`config.mk`:
```
export PLATFORM = sky130hd
export DESIGN_NAME = serial_adder
export DESIGN_NICKNAME = d
export VERILOG_FILES = /design/src/rtl/serial_adder.sv
export SDC_FILE = /design/constraint.sdc
export NUM_CORES = 1
export LEC_CHECK = 0
export BUFFER_PORTS_ARGS = -buffer_cell sky130_fd_sc_hd__buf_2
export CAP_MARGIN = 20
export CORE_ASPECT_RATIO = 1.75
export CORE_MARGIN = 3
export CORE_UTILIZATION = 36
export DETAILED_ROUTE_END_ITERATION = 12
export GPL_TIMING_DRIVEN = 0
export PLACE_DENSITY = 0.6
export SLEW_MARGIN = 20
export SYNTH_ARGS = -nofsm -noshare
export SYNTH_HDL_FRONTEND = slang
export SYNTH_SLANG_ARGS = --single-unit
```
`constraint.sdc`:
```
create_clock -name i_clk -period 1.47 [get_ports i_clk]
set_input_delay 0.147 -clock i_clk [delete_from_list [all_inputs] [get_ports i_clk]]
set_output_delay 0.147 -clock i_clk [all_outputs]
set_load 0.02 [all_outputs]
```
`src/rtl/serial_adder.sv`:
```
// Bit-serial adder/subtractor: one full-adder cell and a carry flop consume one operand
// bit per clock, LSB first, and the result is published when the last bit is done.
module serial_adder #(
  parameter int unsigned WIDTH = 8
) (
  input  logic             i_clk,
  input  logic             i_rst_n,
  input  logic             i_start,
  input  logic             i_sub,
  input  logic [WIDTH-1:0] i_a,
  input  logic [WIDTH-1:0] i_b,
  output logic             o_busy,
  output logic             o_done,
  output logic [WIDTH-1:0] o_sum,
  output logic             o_carry,
  output logic             o_overflow
);

  localparam int unsigned CntW = $clog2(WIDTH + 1);

  typedef enum logic [1:0] {StIdle, StRun, StDone} state_e;

  state_e           r_state, w_state_next;
  logic [WIDTH-1:0] r_a, r_b, r_res, r_sum;
  logic             r_c, r_done, r_carry, r_overflow;
  logic [CntW-1:0]  r_cnt;

  logic             w_accept, w_last, w_s, w_cout;
  logic [WIDTH:0]   w_cat;
  logic [WIDTH-1:0] w_res_next;

  assign w_accept   = (r_state != StRun) && i_start;
  assign w_last     = (r_state == StRun) && (r_cnt == CntW'(WIDTH - 1));
  assign w_s        = r_a[0] ^ r_b[0] ^ r_c;
  assign w_cout     = (r_a[0] & r_b[0]) | (r_a[0] & r_c) | (r_b[0] & r_c);
  // New sum bit enters at the MSB; after WIDTH shifts bit 0 sits at the LSB.
  assign w_cat      = {w_s, r_res};
  assign w_res_next = w_cat[WIDTH:1];

  always_ff @(posedge i_clk or negedge i_rst_n) begin
    if (!i_rst_n) begin
      r_state <= StIdle;
    end else begin
      r_state <= w_state_next;
    end
  end

  always_comb begin
    w_state_next = r_state;
    unique case (r_state)
      StIdle:  if (i_start) w_state_next = StRun;
      StRun:   if (w_last) w_state_next = StDone;
      StDone:  w_state_next = i_start ? StRun : StIdle;
      default: w_state_next = StIdle;
    endcase
  end

  always_ff @(posedge i_clk or negedge i_rst_n) begin
    if (!i_rst_n) begin
      r_a        <= '0;
      r_b        <= '0;
      r_res      <= '0;
      r_c        <= 1'b0;
      r_cnt      <= '0;
      r_sum      <= '0;
      r_carry    <= 1'b0;
      r_overflow <= 1'b0;
      r_done     <= 1'b0;
    end else begin
      r_done <= 1'b0;
      if (w_accept) begin
        // Subtraction is a + ~b + 1: invert B here and seed the carry with 1.
        r_a   <= i_a;
        r_b   <= i_b ^ {WIDTH{i_sub}};
        r_c   <= i_sub;
        r_res <= '0;
        r_cnt <= '0;
      end else if (r_state == StRun) begin
        r_a   <= r_a >> 1;
        r_b   <= r_b >> 1;
        r_c   <= w_cout;
        r_res <= w_res_next;
        r_cnt <= r_cnt + CntW'(1);
        if (w_last) begin
          r_sum      <= w_res_next;
          r_carry    <= w_cout;
          r_overflow <= r_c ^ w_cout;
          r_done     <= 1'b1;
        end
      end
    end
  end

  assign o_busy     = (r_state == StRun);
  assign o_done     = r_done;
  assign o_sum      = r_sum;
  assign o_carry    = r_carry;
  assign o_overflow = r_overflow;

endmodule

```
# Word-level counts from Yosys, hierarchy flattened
# Cells that the tools add are included.
[classes]
eq_ne = 6
n_mux = 17
bitwise = 10
n_reduce_logical = 6
addsub = 1
[op_table]
columns = ["op", "count"]
rows = [
  ["8-bit two-way mux", 6],
  ["4-bit two-way mux", 2],
  ["8-bit bitwise XOR", 1],
  ["1-bit two-way mux", 6],
  ["2-bit one-hot mux with 3 select lines", 1],
  ["4-bit by 1-bit adder with 4-bit output, second input constant", 1],
  ["4-bit by 3-bit == test with 1-bit output, second input constant", 1],
  ["2-bit two-way mux", 2],
  ["2-bit by 1-bit inequality test with 1-bit output, second input constant", 2],
  ["1-bit bitwise AND", 3],
  ["3-bit AND reduction", 1],
  ["1-bit bitwise XOR", 3],
  ["2-bit by 1-bit == test with 1-bit output, second input constant", 1],
  ["2-bit == test, second input constant", 1],
  ["1-bit logical AND", 2],
  ["2-bit logical NOT", 1],
  ["2-bit inequality test, second input constant", 1],
  ["1-bit OR", 2],
  ["2-bit AND reduction", 1],
  ["2-bit nonzero test", 1],
  ["1-bit inverter", 1],
]
[totals]
inputBits = 20
out_inout_bits = 12
reg_bits = 42

# Longest topological paths before layout
[logic_depth]
ltp_word = 5
ltp_mapped = 5
ltp_nobuf = 4

# Worst setup path before layout
# OpenSTA, ideal clock, no wires.
[synth_timing]
path_type = "reg-to-reg"
start = "register r_cnt[0]"
end = "register r_carry (netlist: o_carry)"
setup_ns = 0.125
setup_slack_ns = 0.092
path_stages_with_launch = 6
t_arrival_ns = 1.253
path_cell_list = "dfrtp_1 -> ha_1 -> nand2_1 -> nor3_4 -> buf_6 -> mux2_2"
[synth_via]
elab_chain_cells = 3
[synth_lines]
columns = ["item", "line", "source"]
rows = [
  ["start: declaration", "26", "logic [CntW-1:0] r_cnt;"],
  ["start signal: assignment", "83", "r_cnt <= r_cnt + CntW'(1);"],
  ["4-bit by 3-bit == test with 1-bit output", "33", "assign w_last = (r_state == StRun) && (r_cnt == CntW'(WIDTH - 1));"],
  ["1-bit logical AND", "33", ""],
  ["3-bit AND reduction (no line)", "--", ""],
  ["end signal: assignment", "86", "r_carry <= w_cout;"],
  ["end: declaration", "25", "logic r_c, r_done, r_carry, r_overflow;"],
]
# No other way between the ends.
# A chain may end at the register's enable or synchronous reset.

# Final worst setup path
[layout_timing]
start = "register r_cnt[0]"
end = "register r_sum[1] (netlist: o_sum[1])"
[layout_via]
elab_chain_cells = 3
[layout_lines]
columns = ["item", "line", "source"]
rows = [
  ["4-bit by 3-bit == test with 1-bit output", "33", ""],
  ["1-bit logical AND", "33", ""],
  ["3-bit AND reduction (no line)", "--", ""],
  ["end signal: assignment", "85", "r_sum <= w_res_next;"],
  ["end: declaration", "24", "logic [WIDTH-1:0] r_a, r_b, r_res, r_sum;"],
]
# No other way between the ends.

==> impl_metrics.yaml <==
placement:
  post_dp_cell_area_sq_um: 2043
  io_buffers: 29
  gp_congestion: 0.6968
  dp_cells: 243
  place_hpwl_microns: 2448
finish:
  design_area_sq_um: 2208
  fillerInstances: 464
  drive_above_1_share_pct: 33.50
  layout_common_cells: "41 x dfrtp_1, 34 x buf_2, 32 x nand2_1"
  layoutNonFillerInstCount: 255
  final_common_cell: "dfrtp_1"
  fin_nets: 225
  antenna_cells: 0
  syn_to_final_growth_pct: 20.48
grt:
  grt_pass1_vias: 1314
  antenna_found_initial: 0
  busiest_layer: "met2"
  grt_pass1_wl_microns: 6078
  grt_util_met2_pct: 21.58
  met3_usage_pct: 3.604
  track_usage_pct: 13.26
  overflow: 0
  use_met1_pct: 16.33
  grt_max_degree: 42
drt:
  drt-total-wl_microns: 3601
  drt_iter0_markers: 15
  firstDrtPassIters: 4
  vias: 1270
  viasPerCell: 4.980
  antenna_left: 0
  drc: 0
  avgRoutedWirePerCell_microns: 14.12
worst_setup_path:
  critPathKind: "reg2reg"
  rrSetupSlack_ns: -0.01
  r2r_cells: 5
  reg2reg_from: "r_cnt[0]$_DFFE_PN0P_"
  end_kind: "flop"
  critical_path.startpoint_type: "flop"
  crit_start: "r_cnt[0]$_DFFE_PN0P_"
  cp.arrival_ns: 1.65
  cp.required_ns: 1.64
  critPathMaxFanout: 5
  crit_end: "o_sum[1]$_DFFE_PN0P_"
  r2r_end: "o_sum[1]$_DFFE_PN0P_"
clocking:
  clock_path_buffers: 2
  clock_latency_ns: 0.28
  cts_sinks: 41
  cts_buffers: 5
  clk_pin_slew_ns: 0.07
  clockRootBuffer: "clkbuf_8"
  cts.htree.levels: 2
  cts_tree: "done"
  postCtsHoldBufs: 0
sta:
  grt_setup_unrepaired: "yes"
  worst_slack_ns: -0.01337
  skew_ns: 0.005520
  period_minus_slack_ns: 1.483
  setup_violations: 5
  final.period_utilization_pct: 100.9
  max-slew-margin-rel_pct: 39.66
  finalMaxSlewViolations: 0
  max_freq_mhz: 674.1
  hold_viol: 13
  hold_ws_ns: -0.01377
  tightest_slew_ns: 0.9050
power_and_ir_drop:
  power.leakage_nw: 1.092
  powerDensity_nw_per_um2: 1953
  ir_drop_mv: 1.105
synth:
  yosysSeqAreaShare_pct: 55.97
  synth_cell_type_count: 24
  ys_seq_elements: 41
  synthCells: 162
  synth_warnings: 0
  syn_area_sq_um: 1833
  syn_avg_cell_area_sq_um: 11.31
  synthesis.nets: 184
die:
  rows: 33
  core_sq_um: 4790
  dieArea_sq_um: 6018
  die_h_microns: 100.4
  initial_core_util_pct: 38.27
  io_pins: 32
  die_x_microns: 59.94
min_path:
  hold_path.class: "in2async"
run_status:
  status: "finished, violations left"
  failed_checks: "hold timing, setup timing"
run:
  maxCapViolCount: 0
Yosys cell counts:
| library cell | instances | area [sq um] |
|---|---|---|
| nor3_1 | 2 | 10.01 |
| xnor2_1 | 1 | 8.760 |
| inv_2 | 1 | 3.750 |
| nand2b_4 | 1 | 13.76 |
| mux2i_1 | 17 | 170.2 |
| o21ai_0 | 26 | 130.1 |
| buf_6 | 1 | 11.26 |
| inv_1 | 1 | 3.750 |
| xor2_1 | 8 | 70.07 |
| nand3_1 | 2 | 10.01 |
| nor3_4 | 1 | 16.27 |
| clkbuf_2 | 1 | 5.000 |
| nor2_1 | 2 | 7.510 |
| buf_4 | 1 | 7.510 |
| a211oi_1 | 1 | 7.510 |
| buf_2 | 6 | 30.03 |
| and3_1 | 1 | 6.260 |
| mux2_2 | 11 | 123.9 |
| a311o_2 | 1 | 11.26 |
| fa_1 | 1 | 20.02 |
| ha_1 | 1 | 12.51 |
| clkbuf_1 | 1 | 3.750 |
| nand2_1 | 33 | 123.9 |
| dfrtp_1 | 41 | 1026 |
worst min-delay path by stage:
stage          startpoint              endpoint  slack [ns]
3_3_place_gp      i_rst_n   o_carry$_DFFE_PN0P_        0.34
3_5_place_dp      i_rst_n      o_done$_DFF_PN0_        0.33
6_report          i_rst_n  o_sum[5]$_DFFE_PN0P_       -0.01
5_1_grt           i_rst_n  o_sum[5]$_DFFE_PN0P_        0.05
2_1_floorplan     i_rst_n   o_carry$_DFFE_PN0P_       -0.15
4_1_cts           i_rst_n  r_res[6]$_DFFE_PN0P_        0.02
sequential cells by signal, summed over array words and instances (netlist names):
signal,flops
r_cnt,4
r_state,2
r_c,1
o_done,1
o_sum,8
o_overflow,1
r_a,8
o_carry,1
r_b,8
r_res,7
repair_timing:
item,in CTS,in global routing
endpoints found under the setup margin,10,21
resized for setup,6,9
setup buffers,5,0
gates cloned,1,0
per-layer routing:
metal	up-vias	routed length [microns]
met5	-	0
met4	0	65
met3	7	169
met2	26	1834
met1	609	1532
li1	628	-
area by class of cell:
class,count,area [sq um],area share (%)
inverters,2,10.01,0.4533
plain buffers,9,53.80,2.436
multi-input cells,109,773.2,35.01
repair buffers,35,193.9,8.782
well taps,52,65.06,2.946
clock buffers,7,86.33,3.909
flip-flops and latches,41,1026,46.46
where the power goes:
part           internal (mW)  switching (mW)
sequential              1.61           0.303
clock                  0.372           0.348
combinational          0.747           0.936
total                   2.72            1.59
worst max-delay path, stage by stage, from the launching register on:
cell	delay, ns
dfrtp_1	0.36
ha_2	0.21
nand2_4	0.07
nor3_4	0.23
buf_6	0.17
mux2_2	0.33
per-stage QoR:
stage | power (mW) | hold WS, ns | setup TNS, ns | util, % | setup WS [ns]
after floorplan | 2.962 | -0.1486 | 0 | - | 0.09229
after CTS | 4.300 | 0.01836 | -0.004891 | 45.64 | -0.001426
after detailed placement | 3.465 | 0.3329 | -0.2946 | 42.66 | -0.03540
after global placement | 3.425 | 0.3354 | -0.2114 | 42.66 | -0.02609
final | 4.312 | -0.01377 | -0.04464 | 46.11 | -0.01337
after global routing | 4.662 | 0.04971 | -0.8762 | 46.11 | -0.1140
cell families after synthesis:
logic type               after synthesis  synth area share, %
adder cells (fa/ha/maj)                2                1.775
AO/OA/AOI/OAI                         28                8.123
buffers and inverters                 12                3.549
AND/OR/NAND/NOR                       42                10.24
multiplexers                          28                16.04
flip-flops                            41                55.97
XOR/XNOR                               9                4.301
Power figures use the tool's default switching activity.
